===== src/rtl/qr_pkg.sv =====
// Shared types and constants for the finder-pattern scan pipeline.
// Run history entries, FSM states and ratio arithmetic helpers.
package qr_pkg;

  typedef enum logic {
    ROW_SCAN,
    COL_SCAN
  } scan_dir_t;

  typedef enum logic [1:0] {
    IDLE,
    SCAN,
    DRAIN,
    DONE
  } scan_state_t;

  localparam int FRAME_W = 480;
  localparam int FRAME_H = 480;

  localparam int RATIO_DEN  = 14;
  localparam int SIDE_MAX   = 3;
  localparam int CENTRE_MIN = 5;
  localparam int CENTRE_MAX = 7;

  typedef struct packed {
    logic [8:0] len;
    logic [8:0] start;
    logic       colour;
  } run_t;

  // index 0 is the oldest run (r0), index 4 the newest (r4)
  typedef run_t [4:0] hist_t;

  typedef struct packed {
    logic       valid;
    logic       eol;
    logic [8:0] pos;
  } pix_tag_t;

  function automatic hist_t hist_push(
    input hist_t h,
    input run_t  r
  );
    return {r, h[4:1]};
  endfunction

  function automatic logic [8:0] len_inc(
    input logic [8:0] len
  );
    return (len == 9'd511) ? len : len + 9'd1;
  endfunction

  function automatic logic [15:0] mul16(
    input logic [11:0] v,
    input int          k
  );
    return 16'(v) * 16'(k);
  endfunction

endpackage


===== src/rtl/finder_ratio_check.sv =====
// Registered 1:1:3:1:1 ratio test over a five-run window.
// Produces the match flag and centre index one cycle after push.
module finder_ratio_check
  import qr_pkg::*;
(
  input  logic            clk_in,
  input  logic            rst_in,
  input  logic            push,
  input  logic [4:0][8:0] run_len,
  input  logic [4:0]      run_col,
  input  logic [8:0]      centre_start,
  output logic            match,
  output logic [8:0]      centre
);

  logic [11:0] total;
  logic [15:0] t1;
  logic [15:0] t3;
  logic [15:0] t5;
  logic [15:0] t7;
  logic [15:0] scaled [5];
  logic        side_ok;
  logic        centre_ok;
  logic        colour_ok;

  always_comb begin
    total = '0;
    for (int i = 0; i < 5; i++) begin
      total = total + 12'(run_len[i]);
    end
    t1 = 16'(total);
    t3 = mul16(total, SIDE_MAX);
    t5 = mul16(total, CENTRE_MIN);
    t7 = mul16(total, CENTRE_MAX);
    for (int i = 0; i < 5; i++) begin
      scaled[i] = mul16(12'(run_len[i]), RATIO_DEN);
    end
    side_ok = 1'b1;
    for (int i = 0; i < 5; i++) begin
      if (i != 2) begin
        side_ok = side_ok
          & (scaled[i] >= t1)
          & (scaled[i] <= t3);
      end
    end
    centre_ok = (scaled[2] >= t5)
      && (scaled[2] <= t7);
    // B,W,B,W,B with r0 in bit 0
    colour_ok = (run_col == 5'b01010);
  end

  always_ff @(posedge clk_in) begin
    if (rst_in) begin
      match  <= 1'b0;
      centre <= '0;
    end else begin
      match  <= push & colour_ok
        & side_ok & centre_ok;
      centre <= centre_start
        + (run_len[2] >> 1);
    end
  end

endmodule


===== src/rtl/finder_line_scan.sv =====
// Streams a frame line by line, run-length encodes it and marks
// scan-axis positions whose runs form a 1:1:3:1:1 finder profile.
module finder_line_scan
  import qr_pkg::*;
#(
  parameter int HEIGHT       = FRAME_H,
  parameter int WIDTH        = FRAME_W,
  parameter int DIRECTION    = 0,
  parameter int READ_LATENCY = 2
) (
  input  logic         clk_in,
  input  logic         rst_in,
  input  logic         start_scan,
  input  logic         pixel_reading,
  output logic [19:0]  address_reading,
  output logic [479:0] patterns,
  output logic         patterns_valid,
  output logic         busy
);

  localparam scan_dir_t DIR =
    (DIRECTION == 1) ? COL_SCAN : ROW_SCAN;
  localparam int PLEN =
    (DIR == COL_SCAN) ? HEIGHT : WIDTH;
  localparam int NLINES =
    (DIR == COL_SCAN) ? WIDTH : HEIGHT;
  localparam logic [8:0] POS_LAST = 9'(PLEN - 1);
  localparam logic [8:0] LINE_LAST = 9'(NLINES - 1);
  localparam logic [19:0] STEP =
    (DIR == COL_SCAN) ? 20'(WIDTH) : 20'd1;

  scan_state_t state_q;
  scan_state_t state_d;

  logic       issue;
  logic       start_acc;
  logic       last_addr;
  logic       tags_busy;
  logic [8:0] pos_q;
  logic [8:0] line_q;

  pix_tag_t tag_in;
  pix_tag_t tag_q [READ_LATENCY];
  pix_tag_t px;

  logic [8:0] cur_len_q;
  logic [8:0] cur_start_q;
  logic       cur_col_q;
  hist_t      hist_q;

  logic  chg;
  logic  eol;
  logic  push;
  run_t  cur_run;
  run_t  live_run;
  hist_t win1;
  hist_t win2;
  hist_t eval_win;

  logic [4:0][8:0] eval_len;
  logic [4:0]      eval_col;
  logic            match;
  logic [8:0]      centre;
  logic            unused_start_bits;

  always_ff @(posedge clk_in) begin
    if (rst_in) state_q <= IDLE;
    else        state_q <= state_d;
  end

  always_comb begin
    state_d = state_q;
    unique case (state_q)
      IDLE:    if (start_scan) state_d = SCAN;
      SCAN:    if (last_addr) state_d = DRAIN;
      // eval stage commits on the same edge DONE is entered
      DRAIN:   if (!tags_busy) state_d = DONE;
      DONE:    state_d = IDLE;
      default: state_d = IDLE;
    endcase
  end

  always_comb begin
    issue          = (state_q == SCAN);
    start_acc      = (state_q == IDLE) && start_scan;
    busy           = (state_q == SCAN)
      || (state_q == DRAIN);
    patterns_valid = (state_q == DONE);
  end

  assign last_addr = (pos_q == POS_LAST)
    && (line_q == LINE_LAST);

  always_ff @(posedge clk_in) begin
    if (rst_in || start_acc) begin
      pos_q           <= '0;
      line_q          <= '0;
      address_reading <= '0;
    end else if (issue && !last_addr) begin
      if (pos_q == POS_LAST) begin
        pos_q  <= '0;
        line_q <= line_q + 9'd1;
        address_reading <= (DIR == COL_SCAN)
          ? 20'(line_q) + 20'd1
          : address_reading + 20'd1;
      end else begin
        pos_q           <= pos_q + 9'd1;
        address_reading <= address_reading + STEP;
      end
    end
  end

  always_comb begin
    tag_in = '{
      valid: issue,
      eol:   (pos_q == POS_LAST),
      pos:   pos_q
    };
    tags_busy = 1'b0;
    for (int i = 0; i < READ_LATENCY; i++) begin
      tags_busy = tags_busy | tag_q[i].valid;
    end
  end

  always_ff @(posedge clk_in) begin
    if (rst_in) begin
      for (int i = 0; i < READ_LATENCY; i++) begin
        tag_q[i] <= '0;
      end
    end else begin
      tag_q[0] <= tag_in;
      for (int i = 1; i < READ_LATENCY; i++) begin
        tag_q[i] <= tag_q[i-1];
      end
    end
  end

  always_comb begin
    px  = tag_q[READ_LATENCY-1];
    eol = px.valid && px.eol;
    chg = px.valid && (cur_len_q != '0)
      && (pixel_reading != cur_col_q);
    cur_run = '{
      len:    cur_len_q,
      start:  cur_start_q,
      colour: cur_col_q
    };
    if (chg || (cur_len_q == '0)) begin
      live_run = '{
        len:    9'd1,
        start:  px.pos,
        colour: pixel_reading
      };
    end else begin
      live_run = '{
        len:    len_inc(cur_len_q),
        start:  cur_start_q,
        colour: cur_col_q
      };
    end
    win1 = chg ? hist_push(hist_q, cur_run) : hist_q;
    win2 = hist_push(win1, live_run);
    // at most one of the two line-end pushes ends on black
    eval_win = (eol && !(chg && !cur_col_q))
      ? win2 : win1;
    push = chg || eol;
    for (int i = 0; i < 5; i++) begin
      eval_len[i] = eval_win[i].len;
      eval_col[i] = eval_win[i].colour;
    end
  end

  assign unused_start_bits = ^{
    eval_win[0].start, eval_win[1].start,
    eval_win[3].start, eval_win[4].start
  };

  always_ff @(posedge clk_in) begin
    if (rst_in) begin
      hist_q      <= '0;
      cur_len_q   <= '0;
      cur_start_q <= '0;
      cur_col_q   <= 1'b0;
    end else if (px.valid) begin
      if (px.eol) begin
        hist_q      <= '0;
        cur_len_q   <= '0;
        cur_start_q <= '0;
        cur_col_q   <= 1'b0;
      end else begin
        hist_q      <= win1;
        cur_len_q   <= live_run.len;
        cur_start_q <= live_run.start;
        cur_col_q   <= live_run.colour;
      end
    end
  end

  finder_ratio_check u_ratio (
    .clk_in       (clk_in),
    .rst_in       (rst_in),
    .push         (push),
    .run_len      (eval_len),
    .run_col      (eval_col),
    .centre_start (eval_win[2].start),
    .match        (match),
    .centre       (centre)
  );

  always_ff @(posedge clk_in) begin
    if (rst_in || start_acc) begin
      patterns <= '0;
    end else if (match) begin
      patterns[centre] <= 1'b1;
    end
  end

endmodule


===== config.mk =====
export PLATFORM = sky130hd
export DESIGN_NAME = finder_line_scan
export DESIGN_NICKNAME = d
export VERILOG_FILES = /design/src/rtl/qr_pkg.sv /design/src/rtl/finder_ratio_check.sv /design/src/rtl/finder_line_scan.sv
export SDC_FILE = /design/constraint.sdc
export NUM_CORES = 2
export LEC_CHECK = 0
export CORE_MARGIN = 4
export CORE_UTILIZATION = 32
export CTS_CLUSTER_DIAMETER = 200
export DETAILED_ROUTE_END_ITERATION = 16
export PLACE_DENSITY_LB_ADDON = 0.05
export RECOVER_POWER = 100
export SLEW_MARGIN = 20
export SYNTH_ARGS = -nofsm -noshare
export SYNTH_HDL_FRONTEND = slang
export SYNTH_SLANG_ARGS = --single-unit

===== constraint.sdc =====
create_clock -name clk_in -period 9.8 [get_ports clk_in]
set_input_delay 1.96 -clock clk_in [delete_from_list [all_inputs] [get_ports clk_in]]
set_output_delay 1.96 -clock clk_in [all_outputs]
set_load 0.05 [all_outputs]

# [Word-level counts from Yosys, hierarchy flattened]
# Memory sizes are Yosys's and may differ from the RTL's.
# Index checks and enable logic that the tools add are counted.
[totals] reg_bits=644 ramBits=22 input_bits=4 output_inout_bits=502 elab_cells=122 mem_count=1
[op_classes] addsub=9 multipliers=8 n_lt_le_gt_ge=12 eq_ne=11 muxes=20 n_bitwise=14 reduce_logical=22
[memory_table] name="tag_q" depth=2 width=11 rd=2 rd_clocked_by_memory_dff=0 write_ports=2 line_no="finder_line_scan.sv:43" text="pix_tag_t tag_q [READ_LATENCY];"
[op_table] operator="480-bit OR" count=1
[op_table] operator="95-bit 2-to-1 mux" count=3
[op_table] operator="9-bit by 3-bit multiplier with 12-bit output (second input constant)" count=5
[op_table] operator="13-bit by 14-bit less-or-equal comparator with 1-bit output" count=4
[op_table] operator="13-bit by 12-bit greater-or-equal comparator with 1-bit output" count=4
[op_table] operator="12-bit by 9-bit adder with 12-bit output" count=3
[op_table] operator="9-bit 2-to-1 mux" count=4
[op_table] operator="12-bit by 3-bit multiplier with 15-bit output (second input constant)" count=2
[op_table] operator="9-bit by 1-bit adder with 9-bit output (second input constant)" count=3
[op_table] operator="9-bit == test (second input constant)" count=3
[op_table] operator="11-bit 2-to-1 mux" count=2
[op_table] operator="20-bit by 1-bit adder with 20-bit output (second input constant)" count=1
[op_table] operator="19-bit 2-to-1 mux" count=1
[op_table] operator="13-bit by 15-bit greater-or-equal comparator with 1-bit output" count=1
[op_table] operator="13-bit by 15-bit less-or-equal comparator with 1-bit output" count=1
[op_table] operator="12-bit by 2-bit multiplier with 14-bit output (second input constant)" count=1
[op_table] operator="9-bit by 9-bit adder with 10-bit output" count=1
[op_table] operator="1-bit AND" count=10
[op_table] operator="1-bit logical AND" count=10
[op_table] operator="9-bit by 10-bit < comparator with 1-bit output (second input constant)" count=1
[op_table] operator="9-bit by 8-bit adder with 9-bit output" count=1
[op_table] operator="1-bit demux with 9-bit select" count=1
[op_table] operator="9-bit by 1-bit greater-or-equal comparator with 1-bit output (second input constant)" count=1
[op_table] operator="9-bit logical NOT" count=1
[op_table] operator="other kinds (16)" count=31

# [Logic depth before layout (Yosys ltp)]
[depth] depth_word=22 mapped_depth=43 mapped_depth_nobuf=42

# [Cells and area by module]
# Synthesis repeated with hierarchy kept, for this count alone.
[hier_totals] cells_unflattened=3329 hier_area_um2=30322.8
[by_module_without_submodules] module="finder_line_scan" instances=1 cells_each=2391 area_each_um2=21966.1 seq_area_each_um2=12772.2
[by_module_without_submodules] module="finder_ratio_check" instances=1 cells_each=938 area_each_um2=8356.8 seq_area_each_um2=200.2

# [Least setup slack after synthesis]
# No wires, ideal clock.
[synth_path] path_kind="input -> register" startpoint="input pixel_reading" endpoint="register u_ratio.match" setup_time_ns=0.091 arrival_time_ns=9.918 t_required_ns=9.709 path_slack_ns=-0.209 path_stages=39 path_buffers=3 cell_sequence="xor2_1 o211ai_4 nand2_4 buf_6 clkbuf_1 clkbuf_1 o22ai_1 nor2_1 ha_1 a21oi_1 a21oi_1 a21o_1 a21oi_2 xnor2_1 fa_1 inv_1 fa_1 inv_1 (+3 left out) nand2_1 xnor2_1 inv_1 xnor2_1 ha_1 or2_2 nor3_1 a31o_2 or3b_2 a211oi_1 xor2_1 xor2_1 ha_1 nand4_1 nor3_1 nor3_1 o211ai_1 nor4bb_1"
[synth_via] elab_chain_cells=21 word_cells_on_any_way=44 classes_between="add/sub (4); mul (8); order compare (10); eq/ne (2); mux (3); bitwise (10); reduce/logical (7)"
[synth_lines] item="start, declared" line_no="finder_line_scan.sv:14" text="input logic pixel_reading,"
[synth_lines] item="1-bit inequality test" line_no="finder_line_scan.sv:142" text="&& (pixel_reading != cur_col_q);"
[synth_lines] item="1-bit logical AND" line_no="finder_line_scan.sv:142"
[synth_lines] item="1-bit logical AND" line_no="finder_line_scan.sv:164" text="eval_win = (eol && !(chg && !cur_col_q))"
[synth_lines] item="1-bit logical NOT" line_no="finder_line_scan.sv:164"
[synth_lines] item="1-bit logical AND" line_no="finder_line_scan.sv:164"
[synth_lines] item="95-bit 2-to-1 mux" line_no="finder_line_scan.sv:165" text="? win2 : win1;"
[synth_lines] item="9-bit by 9-bit adder with 10-bit output" line_no="finder_ratio_check.sv:29" text="total = total + 12'(run_len[i]);"
[synth_lines] item="12-bit by 9-bit adder with 12-bit output (3 in series)" line_no="finder_ratio_check.sv:29"
[synth_lines] item="(+3 left out)"
[synth_lines] item="1-bit AND" line_no="finder_ratio_check.sv:42" text="& (scaled[i] >= t1)"
[synth_lines] item="1-bit AND" line_no="finder_ratio_check.sv:43" text="& (scaled[i] <= t3);"
[synth_lines] item="1-bit AND" line_no="finder_ratio_check.sv:42"
[synth_lines] item="1-bit AND" line_no="finder_ratio_check.sv:43"
[synth_lines] item="1-bit AND" line_no="finder_ratio_check.sv:42"
[synth_lines] item="1-bit AND" line_no="finder_ratio_check.sv:43"
[synth_lines] item="1-bit AND" line_no="finder_ratio_check.sv:58" text="& side_ok & centre_ok;"
[synth_lines] item="1-bit AND *" line_no="finder_ratio_check.sv:58"
[synth_lines] item="end signal, assigned" line_no="finder_ratio_check.sv:57" text="match <= push & colour_ok"
[synth_lines] item="end, declared" line_no="finder_ratio_check.sv:12" text="output logic match,"
# Every way passes the cells marked *; elsewhere a longest branch is shown, timed or not.
# A chain may end at the register's enable or synchronous reset.

# [Worst setup path after layout]
# Same ends and word-level chain as after synthesis.

==> results.toml <==
[critical_path]
startpoint_type = "input pin"
critPathMaxStageDelay_ns = 0.57
cp_max_fo = 6
cp-end-kind = "flop"
required_ns = 10.31
crit_path_top_delay_cell = "fa_1"
path_class = "in2reg"
arrival_ns = 9.67

[clock_network]
clk_pin_slew_worst_paths_ns = 0.07
cts_root_buf = "clkbuf_16"
clock_latency_ns = 0.65
cts_tree = "built"
cts-buffers-inserted = 76
cts_max_level = 3
cts_hold_buf = 0
clockBufferDepth = 3
cts.sinks = 647

[run_status]
run_status = "finished, violations left"
violations = "capacitance limit, slew limit"

[timing]
timing.fmax_mhz = 109
tightest_slew_ns = 3.91
fin_crit_sh_pct = 93.5
finalHoldWorstSlack_ns = 0.435
maxSlewViolCount = 726
skew_ns = 0.0318
fin_tns_setup_ns = 0
hold_violations = 0
finalSetupViolCount = 0
rsz0062_at_grt = "no"
max_slew_margin_pct = -160
fin_crit_ns = 9.16

[yosys]
synthAdderAreaFrac_pct = 14.8
synth_compound_area_share_pct = 19.4
synth_area_um2 = 30300
ys_ff_latch = 647
syn_inst = 3462
synth_cell_types = 82
synth-simple-area-share_pct = 14.6
synth-edff-count = 0
avgSynthCellArea_um2 = 8.77
synthTopCellsByArea = "dfxtp_1 (43%), ha_1 (10%), a21oi_1 (9.6%)"
synthesis.nets = 3781
synth_mux_area_share_pct = 0.264
synth-xor-area-share_pct = 3.75
synthFlopType = "dfxtp_1"
ys_seq_area_share_pct = 42.7
synth_top_area_share_pct = 42.7
async_flop_share_pct = 0
synth_top_family_by_area = "compound AO/OA/AOI/OAI gates"
synth_area_leader_cell = "dfxtp_1"
yosysWarnings = 0

[finish]
nets = 4418
syn_to_final_growth_pct = 34.7
utilization_pct = 43.6
drive_above_1_share_pct = 10.9
final_area_um2 = 40900
antennaDiodeCount = 0

[global_routing]
grt_max_degree = 145
grt_overflow = 0
antenna_found_initial = 0
grt_usage_pct = 23.5
grt_pass1_wl_um = 176000
grt_pass1_vias = 26232

[power_and_ir_drop]
vdd_drop_max_uv = 128
p_leak_nw = 18.5
p_per_area_nw_per_um2 = 152

[min_path]
worstHoldPathType = "reg2reg"

[job]
max_cap_violations = 8

[placement]
place_hpwl_um = 87400
place_area_um2 = 38300
place_congestion = 0.832
portBuffers = 505

[die]
core_um2 = 93700
start_util_pct = 32.4
die_h_um = 316
fp-row-count = 112
top_level_ports = 506
die_area_um2 = 99800
die_w_um = 316

[route]
drt_pass1_iterations = 5
viasPerCell = 4.88
drtIter0Drc = 1568
ant_nets = 0
wl_um = 120000
wl_per_cell_um = 22.2
via_count = 26420
drc_errors = 0
[stage by stage]
| stage | power [mW] | setup slack (ns) | cells |
|---|---|---|---|
| detailed placement | 3.39 | -0.451 | 5275 |
| floorplan | 3.17 | 0.00341 | 3462 |
| global route | 6.47 | 0.0322 | 5410 |
| finish | 6.22 | 0.641 | 5410 |
| CTS | 6.32 | 0.204 | 5410 |
| global placement | 3.40 | -0.315 | 5274 |
[power by group]
part           internal [mW]  total (mW)  leakage (nW)  switching [mW]
registers               2.64        2.65          5.21          0.0122
clock network           1.74        2.90          1.27            1.17
logic                  0.209       0.659          12.0           0.449
[flip-flops by register name, indices dropped and copies added (netlist names)]
name and count:
u_ratio.centre 9, tag_q 22, hist_q 76, u_ratio.match 1, cur_col_q 1, cur_len_q 9, state_q 2, address_reading 20
pos_q 9, line_q 9, patterns 480, cur_start_q 9
[worst paths after layout]
path | start | endpoint | slack (ns) | depth (start not counted)
hold reg to reg | tag_q[0][4] | tag_q[0][15] | 0.43 | 1
setup / recovery | pixel_reading | u_ratio.match | 0.64 | 41
hold / removal | tag_q[0][4] | tag_q[0][15] | 0.43 | 1
setup reg to reg | cur_len_q[0] | u_ratio.match | 1.10 | 43
[synthesized netlist by cell type (all sizes together), types with 4 or more instances]
library cell    n
clkbuf        191
o2111ai         5
nor2b          48
o211ai         12
nor3           27
fa             71
or3            10
o21bai         24
a21oi         584
o32a            4
xor2           60
a21o           52
a211oi         11
o22ai          21
mux2i           8
a31oi           4
dfxtp         647
nand3b          5
ha            244
o31a            8
inv           149
and3            9
o21a           31
nand2b         16
o221ai         10
nand2          58
o22a           20
o21ai          58
or2             8
nand4          28
a221oi          7
o41ai           4
a22oi          87
xnor2          69
buf            14
o31ai           5
nor2          771
and2            7
nand3          35
[final cells by class]
type / count / area [um2]
clock inverter: 23 / 293
tap: 1254 / 1570
multi-input combinational: 2461 / 16200
timing repair buffer: 764 / 6990
clock buffer: 112 / 2270
sequential: 647 / 13000
fill: 9302 / 52900
inverter: 149 / 562
[layout by cell type (no fill, tap or decap), types with 71 or more instances in the layout]
| cell type | instances |
|---|---|
| ha_1 | 243 |
| a21oi_1 | 583 |
| nor2_1 | 746 |
| dlygate4sd3_1 | 502 |
| buf_4 | 249 |
| inv_1 | 145 |
| clkbuf_16 | 77 |
| dfxtp_1 | 647 |
| fa_1 | 71 |
| a22oi_1 | 87 |
[repair_timing]
item | CTS | global route
setup endpoints to repair | 0 | 1
setup buffers | 0 | 0
resized for setup | 0 | 12
[logic make-up after synthesis]
family                   after synthesis
AO/OA/AOI/OAI                        967
XOR/XNOR                             129
adder cells (fa/ha/maj)              317
buffers and inverters                354
flip-flops                           647
multiplexers                           8
AND/OR/NAND/NOR                     1040
[worst max-delay path: cells and delay by family]
family / cells / cell delay, ns
buffers and inverters: 9 / 1.18
and+or+nand+nor: 7 / 0.89
xor gates and xnor gates: 3 / 0.54
adders and majority gates: 7 / 2.30
AOI/OAI and AO/OA: 15 / 2.79
[layer usage]
metal / track usage [%] / vias to the layer above / part of all wire, %
li1: - / 13158 / -
met1: 29.6 / 12582 / 43
met2: 38.9 / 529 / 47
met3: 6.10 / 151 / 5.8
met4: 8.30 / 0 / 3.5
met5: 0 / - / 0
Note: power is estimated with default switching activity, not from simulation.
